==> src/rtl/morse_seq_pkg.sv <==
// Shared types and letter table for the Morse shift-register sequencer.
package morse_seq_pkg;

  typedef enum logic [1:0] {
    IDLE  = 2'd0,
    LOAD  = 2'd1,
    SHIFT = 2'd2,
    DONE  = 2'd3
  } seq_state_e;

  localparam int SEQ_WIDTH = 12;

  // dot=1, dash=111, one 0 between elements, first element in bit 0
  localparam logic [11:0] PATTERN [0:7] = '{
    12'h01D,  // A .-
    12'h157,  // B -...
    12'h5D7,  // C -.-.
    12'h057,  // D -..
    12'h001,  // E .
    12'h175,  // F ..-.
    12'h177,  // G --.
    12'h055   // H ....
  };

endpackage

==> src/rtl/morse_shift_sequencer_rate_divider.sv <==
// Symbol-rate down-counter: pulses tick at 0 while running, then reloads DIV-1.
module rate_divider #(
  parameter int DIV = 25000000
) (
  input  logic clk,
  input  logic resetn,
  input  logic clear,
  input  logic run,
  output logic tick
);

  localparam int CW = (DIV > 1) ? $clog2(DIV) : 1;
  localparam logic [CW-1:0] RELOAD = CW'(DIV - 1);

  logic [CW-1:0] cnt_q, cnt_d;

  assign tick = run & ~clear & (cnt_q == '0);

  always_comb begin
    cnt_d = cnt_q;
    if (clear)
      cnt_d = RELOAD;
    else if (run)
      cnt_d = (cnt_q == '0) ? RELOAD : cnt_q - 1'b1;
  end

  always_ff @(posedge clk or negedge resetn) begin
    if (!resetn) cnt_q <= '0;
    else         cnt_q <= cnt_d;
  end

endmodule

==> src/rtl/morse_shift_sequencer.sv <==
// Sequences a serial shift register to send one Morse letter A-H.
// Optional MORSE_SEQ_REPEAT_EN: a start held high through DONE reloads the same letter.
module morse_shift_sequencer
  import morse_seq_pkg::*;
#(
  parameter int WIDTH = SEQ_WIDTH,
  parameter int DIV   = 25000000
) (
  input  logic             clk,
  input  logic             resetn,
  input  logic             start,
  input  logic             abort,
  input  logic [2:0]       sel,
  output logic [WIDTH-1:0] sr_data,
  output logic             sr_loadn,
  output logic             sr_enable,
  output logic             busy,
  output logic             done
);

  localparam int SW = $clog2(WIDTH + 1);

  seq_state_e       state_q, state_d;
  logic [2:0]       sel_q, sel_d;
  logic [SW-1:0]    shift_cnt_q, shift_cnt_d;
  logic [WIDTH-1:0] sr_data_q, sr_data_d;
  logic             sr_loadn_q, sr_loadn_d;
  logic             sr_enable_q, sr_enable_d;
  logic             busy_q, busy_d;
  logic             done_q, done_d;
  logic             start_q;
  logic             start_edge;
  logic             div_clear, div_run, tick;

  assign start_edge = start & ~start_q;

  // Counter is reloaded when LOAD is entered so its first tick lands DIV-1
  // cycles into LOAD; the registered enable then shows DIV cycles after LOAD.
  rate_divider #(.DIV(DIV)) u_rate_divider (
    .clk    (clk),
    .resetn (resetn),
    .clear  (div_clear),
    .run    (div_run),
    .tick   (tick)
  );

  // Outputs are computed for the state being entered, so they line up with state_q.
  always_comb begin
    state_d     = state_q;
    sel_d       = sel_q;
    shift_cnt_d = shift_cnt_q;
    sr_data_d   = sr_data_q;
    sr_loadn_d  = 1'b1;
    sr_enable_d = 1'b0;
    busy_d      = 1'b0;
    done_d      = 1'b0;
    div_clear   = 1'b0;
    div_run     = 1'b0;
    unique case (state_q)
      IDLE: begin
        if (start_edge) begin
          sel_d       = sel;
          state_d     = LOAD;
          sr_loadn_d  = 1'b0;
          sr_data_d   = WIDTH'(PATTERN[sel]);
          busy_d      = 1'b1;
          div_clear   = 1'b1;
          shift_cnt_d = '0;
        end
      end
      LOAD, SHIFT: begin
        if (abort) begin
          state_d    = IDLE;
          sr_loadn_d = 1'b0;
          sr_data_d  = '0;
          div_clear  = 1'b1;
        end else if (shift_cnt_q == SW'(WIDTH)) begin
          state_d = DONE;
          done_d  = 1'b1;
        end else begin
          state_d = SHIFT;
          busy_d  = 1'b1;
          div_run = 1'b1;
          if (tick) begin
            sr_enable_d = 1'b1;
            shift_cnt_d = shift_cnt_q + 1'b1;
          end
        end
      end
      DONE: begin
        state_d = IDLE;
`ifdef MORSE_SEQ_REPEAT_EN
        if (start && !abort) begin
          state_d     = LOAD;
          sr_loadn_d  = 1'b0;
          sr_data_d   = WIDTH'(PATTERN[sel_q]);
          busy_d      = 1'b1;
          div_clear   = 1'b1;
          shift_cnt_d = '0;
        end
`endif
      end
      default: state_d = IDLE;
    endcase
  end

  always_ff @(posedge clk or negedge resetn) begin
    if (!resetn) begin
      state_q     <= IDLE;
      sel_q       <= '0;
      shift_cnt_q <= '0;
      sr_data_q   <= '0;
      sr_loadn_q  <= 1'b1;
      sr_enable_q <= 1'b0;
      busy_q      <= 1'b0;
      done_q      <= 1'b0;
      start_q     <= 1'b0;
    end else begin
      state_q     <= state_d;
      sel_q       <= sel_d;
      shift_cnt_q <= shift_cnt_d;
      sr_data_q   <= sr_data_d;
      sr_loadn_q  <= sr_loadn_d;
      sr_enable_q <= sr_enable_d;
      busy_q      <= busy_d;
      done_q      <= done_d;
      start_q     <= start;
    end
  end

  assign sr_data   = sr_data_q;
  assign sr_loadn  = sr_loadn_q;
  assign sr_enable = sr_enable_q;
  assign busy      = busy_q;
  assign done      = done_q;

endmodule

==> config.mk <==
export PLATFORM = sky130hd
export DESIGN_NAME = morse_shift_sequencer
export DESIGN_NICKNAME = d
export VERILOG_FILES = /design/src/rtl/morse_seq_pkg.sv /design/src/rtl/morse_shift_sequencer_rate_divider.sv /design/src/rtl/morse_shift_sequencer.sv
export SDC_FILE = /design/constraint.sdc
export NUM_CORES = 1
export LEC_CHECK = 0
export BUFFER_PORTS_ARGS = -buffer_cell sky130_fd_sc_hd__buf_4
export CAP_MARGIN = 20
export CELL_PAD_IN_SITES_DETAIL_PLACEMENT = 1
export CELL_PAD_IN_SITES_GLOBAL_PLACEMENT = 1
export CORE_MARGIN = 2
export CORE_UTILIZATION = 33
export DETAILED_ROUTE_END_ITERATION = 16
export GPL_TIMING_DRIVEN = 0
export PLACE_DENSITY_LB_ADDON = 0.15
export SLEW_MARGIN = 20
export SYNTH_ARGS = -nofsm -noshare
export SYNTH_HDL_FRONTEND = slang
export SYNTH_SLANG_ARGS = --single-unit
==> constraint.sdc <==
create_clock -name clk -period 5 [get_ports clk]
set_input_delay 1 -clock clk [delete_from_list [all_inputs] [get_ports clk]]
set_output_delay 1 -clock clk [all_outputs]
set_load 0.1 [all_outputs]
# Yosys cells after proc, flatten, opt, wreduce, memory -nomap -nowiden
# Memories as Yosys holds them, arrays and structs flattened.
# Cells that the tools add are included.
[word_totals]
n_memories = 1
regBits = 48
out_inout_bits = 16
romBits = 96
[classes]
muxes = 34
eq_ne = 9
addsub = 2
n_reduce_logical = 7
n_lt_le_gt_ge = 1
bitwise_logic = 6
[mem_list]
columns = ["name", "depth", "width", "rd", "rd_clocked_by_memory_dff", "write_ports", "line", "rtl"]
rows = [
  ["(name not given)", 8, 12, 1, 0, 0, "morse_shift_sequencer.sv:65", "sr_data_d = WIDTH'(PATTERN[sel]);"],
]
[ops]
columns = ["operator", "n"]
rows = [
  ["$mux 25", 3],
  ["$mux 12", 4],
  ["$logic_not 25->1", 1],
  ["$sub 25x1->25 const B", 1],
  ["$pmux 12 s2", 1],
  ["$mux 4", 4],
  ["$mux 1", 15],
  ["$ne 2x2->1 const B", 5],
  ["$pmux 4 s2", 1],
  ["$pmux 1 s2", 3],
  ["$pmux 2 s3", 1],
  ["$reduce_and 5->1", 1],
  ["$add 4x1->4 const B", 1],
  ["$eq 2x2->1 const B", 2],
  ["$eq 4x4->1 const B", 1],
  ["$ge 4x4->1 const B", 1],
  ["$mux 2", 2],
  ["$not 3->4", 1],
  ["$reduce_bool 2->1", 2],
  ["$and 1x1->1", 3],
  ["$reduce_and 3->1", 1],
  ["$eq 2x1->1 const B", 1],
  ["$logic_not 2->1", 1],
  ["$not 1->1", 2],
  ["$reduce_or 2->1", 1],
]

# Logic depth before layout (Yosys ltp)
[logic_depth]
depth_word = 11
depth_mapped = 10

# Modules after synthesis
# From an unflattened synthesis, not the netlist that was laid out.
[hier_totals]
hier_cells = 259
hier_area_um2 = 2397.3
[modules_own_cells]
columns = ["module", "instances", "cells_each", "area_per_inst_um2"]
rows = [
  ["rate_divider", 1, 159, 1387.6],
  ["morse_shift_sequencer", 1, 100, 1009.7],
]

# Worst setup path before layout
# No wires, ideal clock.
[synth_path]
path_kind = "reg-to-output"
start = "register, netlist name sr_data[7]"
end = "output port sr_data[10]"
required_time_ns = 4.000
n_path_buf = 1
stages_incl_launch_ff = 2
t_arrival_ns = 1.340
setup_slack_ns = 2.660
path_cell_list = "dfrtp_1 > buf_4"
[synth_lines]
columns = ["item", "line", "rtl"]
rows = [
  ["to (decl)", "morse_shift_sequencer.sv:14", "output logic [WIDTH-1:0] sr_data,"],
]

# Final worst setup path
[layout_path]
start = "register u_rate_divider.cnt_q[0]"
end = "register shift_cnt_q[1]"
[layout_between]
elab_chain_len = 4
[layout_rtl]
columns = ["item", "line", "rtl"]
rows = [
  ["from (decl)", "morse_shift_sequencer_rate_divider.sv:15", "logic [CW-1:0] cnt_q, cnt_d;"],
  ["from (signal assigned)", "morse_shift_sequencer_rate_divider.sv:29", "else cnt_q <= cnt_d;"],
  ["$logic_not 25->1", "morse_shift_sequencer_rate_divider.sv:17", "assign tick = run & ~clear & (cnt_q == '0);"],
  ["$and 1x1->1", "morse_shift_sequencer_rate_divider.sv:17", ""],
  ["$ne 2x2->1 (no source line)", "--", ""],
  ["$reduce_and 5->1 (no source line)", "--", ""],
  ["to (signal assigned)", "morse_shift_sequencer.sv:121", "shift_cnt_q <= shift_cnt_d;"],
  ["to (decl)", "morse_shift_sequencer.sv:25", "logic [SW-1:0] shift_cnt_q, shift_cnt_d;"],
]
# Every way passes these cells.
# A chain may end at the register's enable or synchronous reset.

==> run summary <==
status -> finished, final reports clean
RSZ-0062 raised after global routing -> no
routability-driven placement congestion ratio -> 0.745
Final Instance Count excl. Fillers -> 376
CTS tree -> built
Num CTS Buffers -> 5
post-synthesis cell type count -> 53
Routed wire per std cell -> 15.8 um
async set or reset register ratio after synthesis -> 100%
nature of the critical path endpoint -> flop
DR vias -> 1,969
largest cells by area after synthesis -> dfrtp_1 (45%), nand2_1 (5.8%), ha_1 (4.2%), a21oi_1 (3.2%), nor2_1 (2.8%)
die area -> 7900 sq um
vias per inst -> 5.24
CP Data Arrival Time -> 2880 ps
CP max FO -> 8
Post-DRT Antenna Nets -> 0
clock sinks -> 44
Starting Density -> 34.6%
fin crit period -> 2690 ps
clock network power share -> 19.3%
FMAX -> 372 MHz
worst min-delay path class -> reg2reg
YS warnings -> 0
synthesis-to-finish area growth -> 16.8%
Mean Syn Cell Area -> 9.47 sq um
#FFs+latches synth -> 44
kind of critical path -> reg2reg
Switching Share -> 51.1%
post-cts gate resize count -> 0
clock slew at reported path FFs -> 90 ps
1st-pass router iterations -> 4
Final period util -> 53.8%
total grt overflow -> 0
Power Dens Cells -> 561 nW/um^2
setup violators final -> 0
worst setup margin -> 2310 ps
FP Rows -> 30
Placed Cells -> 368
setup TNS -> 0 ps
dpl ws -> 2140 ps
combinational power share -> 51.8%
postcts setup bufs -> 0
Setup Skew -> 6.19 ps
Syn Inst Count -> 251
Main synth FF type -> dfrtp_1
count of final max-slew check failures -> 0
# DRC -> 0
# H-tree levels -> 2
CORE AREA -> 6870 sq um
diodes inserted -> 0
hold_buf cts -> 0
post-DP HPWL -> 4320 um
synthesized cell area -> 2380 sq um
part of the power in registers -> 28.9%
I/O pins -> 23
P_sw -> 0.796 mW
initial antenna violation count -> 0
first-pass GRT wire length -> 10,400 um
max_cap viols -> 0
GRT Total Usage -> 17.0%
startpoint types -> flop
sequential area share after synthesis -> 46.4%
Pwr Total -> 1.56 mW
maximum root-to-sink buffer count -> 2
share of layout cells above drive strength 1 -> 15.4%
cell taking the most area after synthesis -> dfrtp_1
Int Power -> 0.763 mW
Fill cells -> 824
Iteration-0 DRC Markers -> 93
Final nets -> 294
final hold vios -> 0
top-area cell type share of the netlist area -> 45.3%
Detailed Route WL -> 5950 um
fin util -> 40.4%
worst-skew pair later-pin latency -> 300 ps
Port Buffer Count -> 20
Worst EP required -> 5190 ps
worst slew margin relative to its limit -> 43.2%
Post-synth EDFFs -> 0
Worst Tran Pin Value -> 852 ps
peak supply drop -> 0.396 mV
Die Ht -> 88.9 um
Die Wd -> 88.9 um
largest net degree at the start of global routing -> 45
Root Driver -> clkbuf_8
LEAKAGE -> 1.09 nW
vias in the first global route -> 2,101
cells by family (layout without fill, tap and decap cells):
| family | Yosys count | after routing | share of synthesized area [%] |
|---|---|---|---|
| xor+xnor | 8 | 8 | 2.95 |
| fa+ha+maj | 8 | 8 | 4.21 |
| simple gates | 109 | 109 | 24.7 |
| buf+inv | 21 | 49 | 3.95 |
| flops | 44 | 44 | 46.4 |
| mux | 2 | 2 | 0.895 |
| compound gates | 58 | 58 | 16.7 |
| other cells | 1 | 2 | 0.158 |
Yosys cell counts, drive strengths merged (2+ instances only):
library cell and number:
dfrtp 43, nand2 37, nor2 19, a21oi 15
inv 11, nand3 11, o21ai 10, ha 8
nor3 7, nor4 7, a31oi 6, clkbuf 6
xnor2 6, a211oi 5, or3 5, a22o 4
buf 4, nand2b 4, nand4 4, o32a 4
or4 4, a41oi 2, nor2b 2, o31ai 2
or2 2, or3b 2, xor2 2
worst paths after layout:
kind	endpoint	start	cells past startpoint	slack, ps
min	sr_data[0]	sr_data[0]	2	500
max reg2reg	shift_cnt_q[1]	u_rate_divider.cnt_q[0]	7	2310
max in group asynchronous	u_rate_divider.cnt_q[2]	resetn	1	3910
min reg2reg	sr_data[0]	sr_data[0]	2	500
max	shift_cnt_q[1]	u_rate_divider.cnt_q[0]	7	2310
min in group asynchronous	u_rate_divider.cnt_q[13]	resetn	1	690
cell usage in the layout, fill, tap and decap left out, types with 2 or more instances in the layout:
| master | count |
|---|---|
| nor4_1 | 4 |
| nor2_1 | 18 |
| a22o_1 | 4 |
| o31ai_1 | 2 |
| ha_1 | 8 |
| or3b_1 | 2 |
| nand2_1 | 37 |
| clkbuf_1 | 6 |
| a31oi_1 | 6 |
| o21ai_0 | 6 |
| or4_1 | 3 |
| nand3_1 | 11 |
| conb_1 | 2 |
| a41oi_1 | 2 |
| xnor2_1 | 6 |
| a21oi_1 | 15 |
| inv_1 | 11 |
| nand4_1 | 4 |
| o32a_1 | 4 |
| nor4_2 | 3 |
| nor2b_1 | 2 |
| o21ai_1 | 3 |
| xor2_1 | 2 |
| clkbuf_8 | 7 |
| or3_1 | 5 |
| nor3_1 | 6 |
| a211oi_1 | 5 |
| nand2b_1 | 4 |
| dfrtp_1 | 43 |
| buf_4 | 24 |
area by class of cell:
type	count	area [sq um]	area share (%)
clock inverter	1	30.0	1.08
clock buffer	7	96.3	3.47
buffer	10	52.6	1.89
tap	96	120	4.32
inverter	11	41.3	1.49
timing repair buffer	20	150	5.41
multi-input combinational	187	1180	42.7
sequential	44	1100	39.7
worst max-delay path: stages, from the launching register on:
cell and delay, ps:
dfrtp_1 440, inv_1 90, ha_1 240, or4b_1 530, and4b_1 360, nand2_1 250, nor3_2 320, mux2_1 350
routing by layer:
metal  routed length (um)  global-route usage, %  vias up
met5                    0                      0        -
met4                   87                   4.96        0
met3                  180                   3.26        7
met2                 2800                   26.9       29
met1                 2890                   23.8      972
li1                     -                      -      961
per-stage QoR:
step / instance area, sq um / hold WS (ps)
after floorplan: 2380 / 442
after global placement: 2650 / 470
after detailed placement: 2650 / 473
after CTS: 2780 / 510
after global routing: 2780 / 534
final: 2780 / 500
state kept, by name (all words and copies together), names as in the netlist:
register,cells
done,1
busy,1
sr_loadn,1
sr_data,8
u_rate_divider.cnt_q,25
sr_enable,1
shift_cnt_q,4
start_q,1
state_q,2
power by group through the flow:
stage               Clock (mW)  Combinational [mW]  Sequential, mW
floorplan                    0               0.357           0.703
global placement             0               0.810           0.456
detailed placement           0               0.818           0.457
CTS                      0.314               0.819           0.451
global route             0.325               0.878           0.460
finish                   0.301               0.808           0.450
Power figures use the tool's default switching activity.
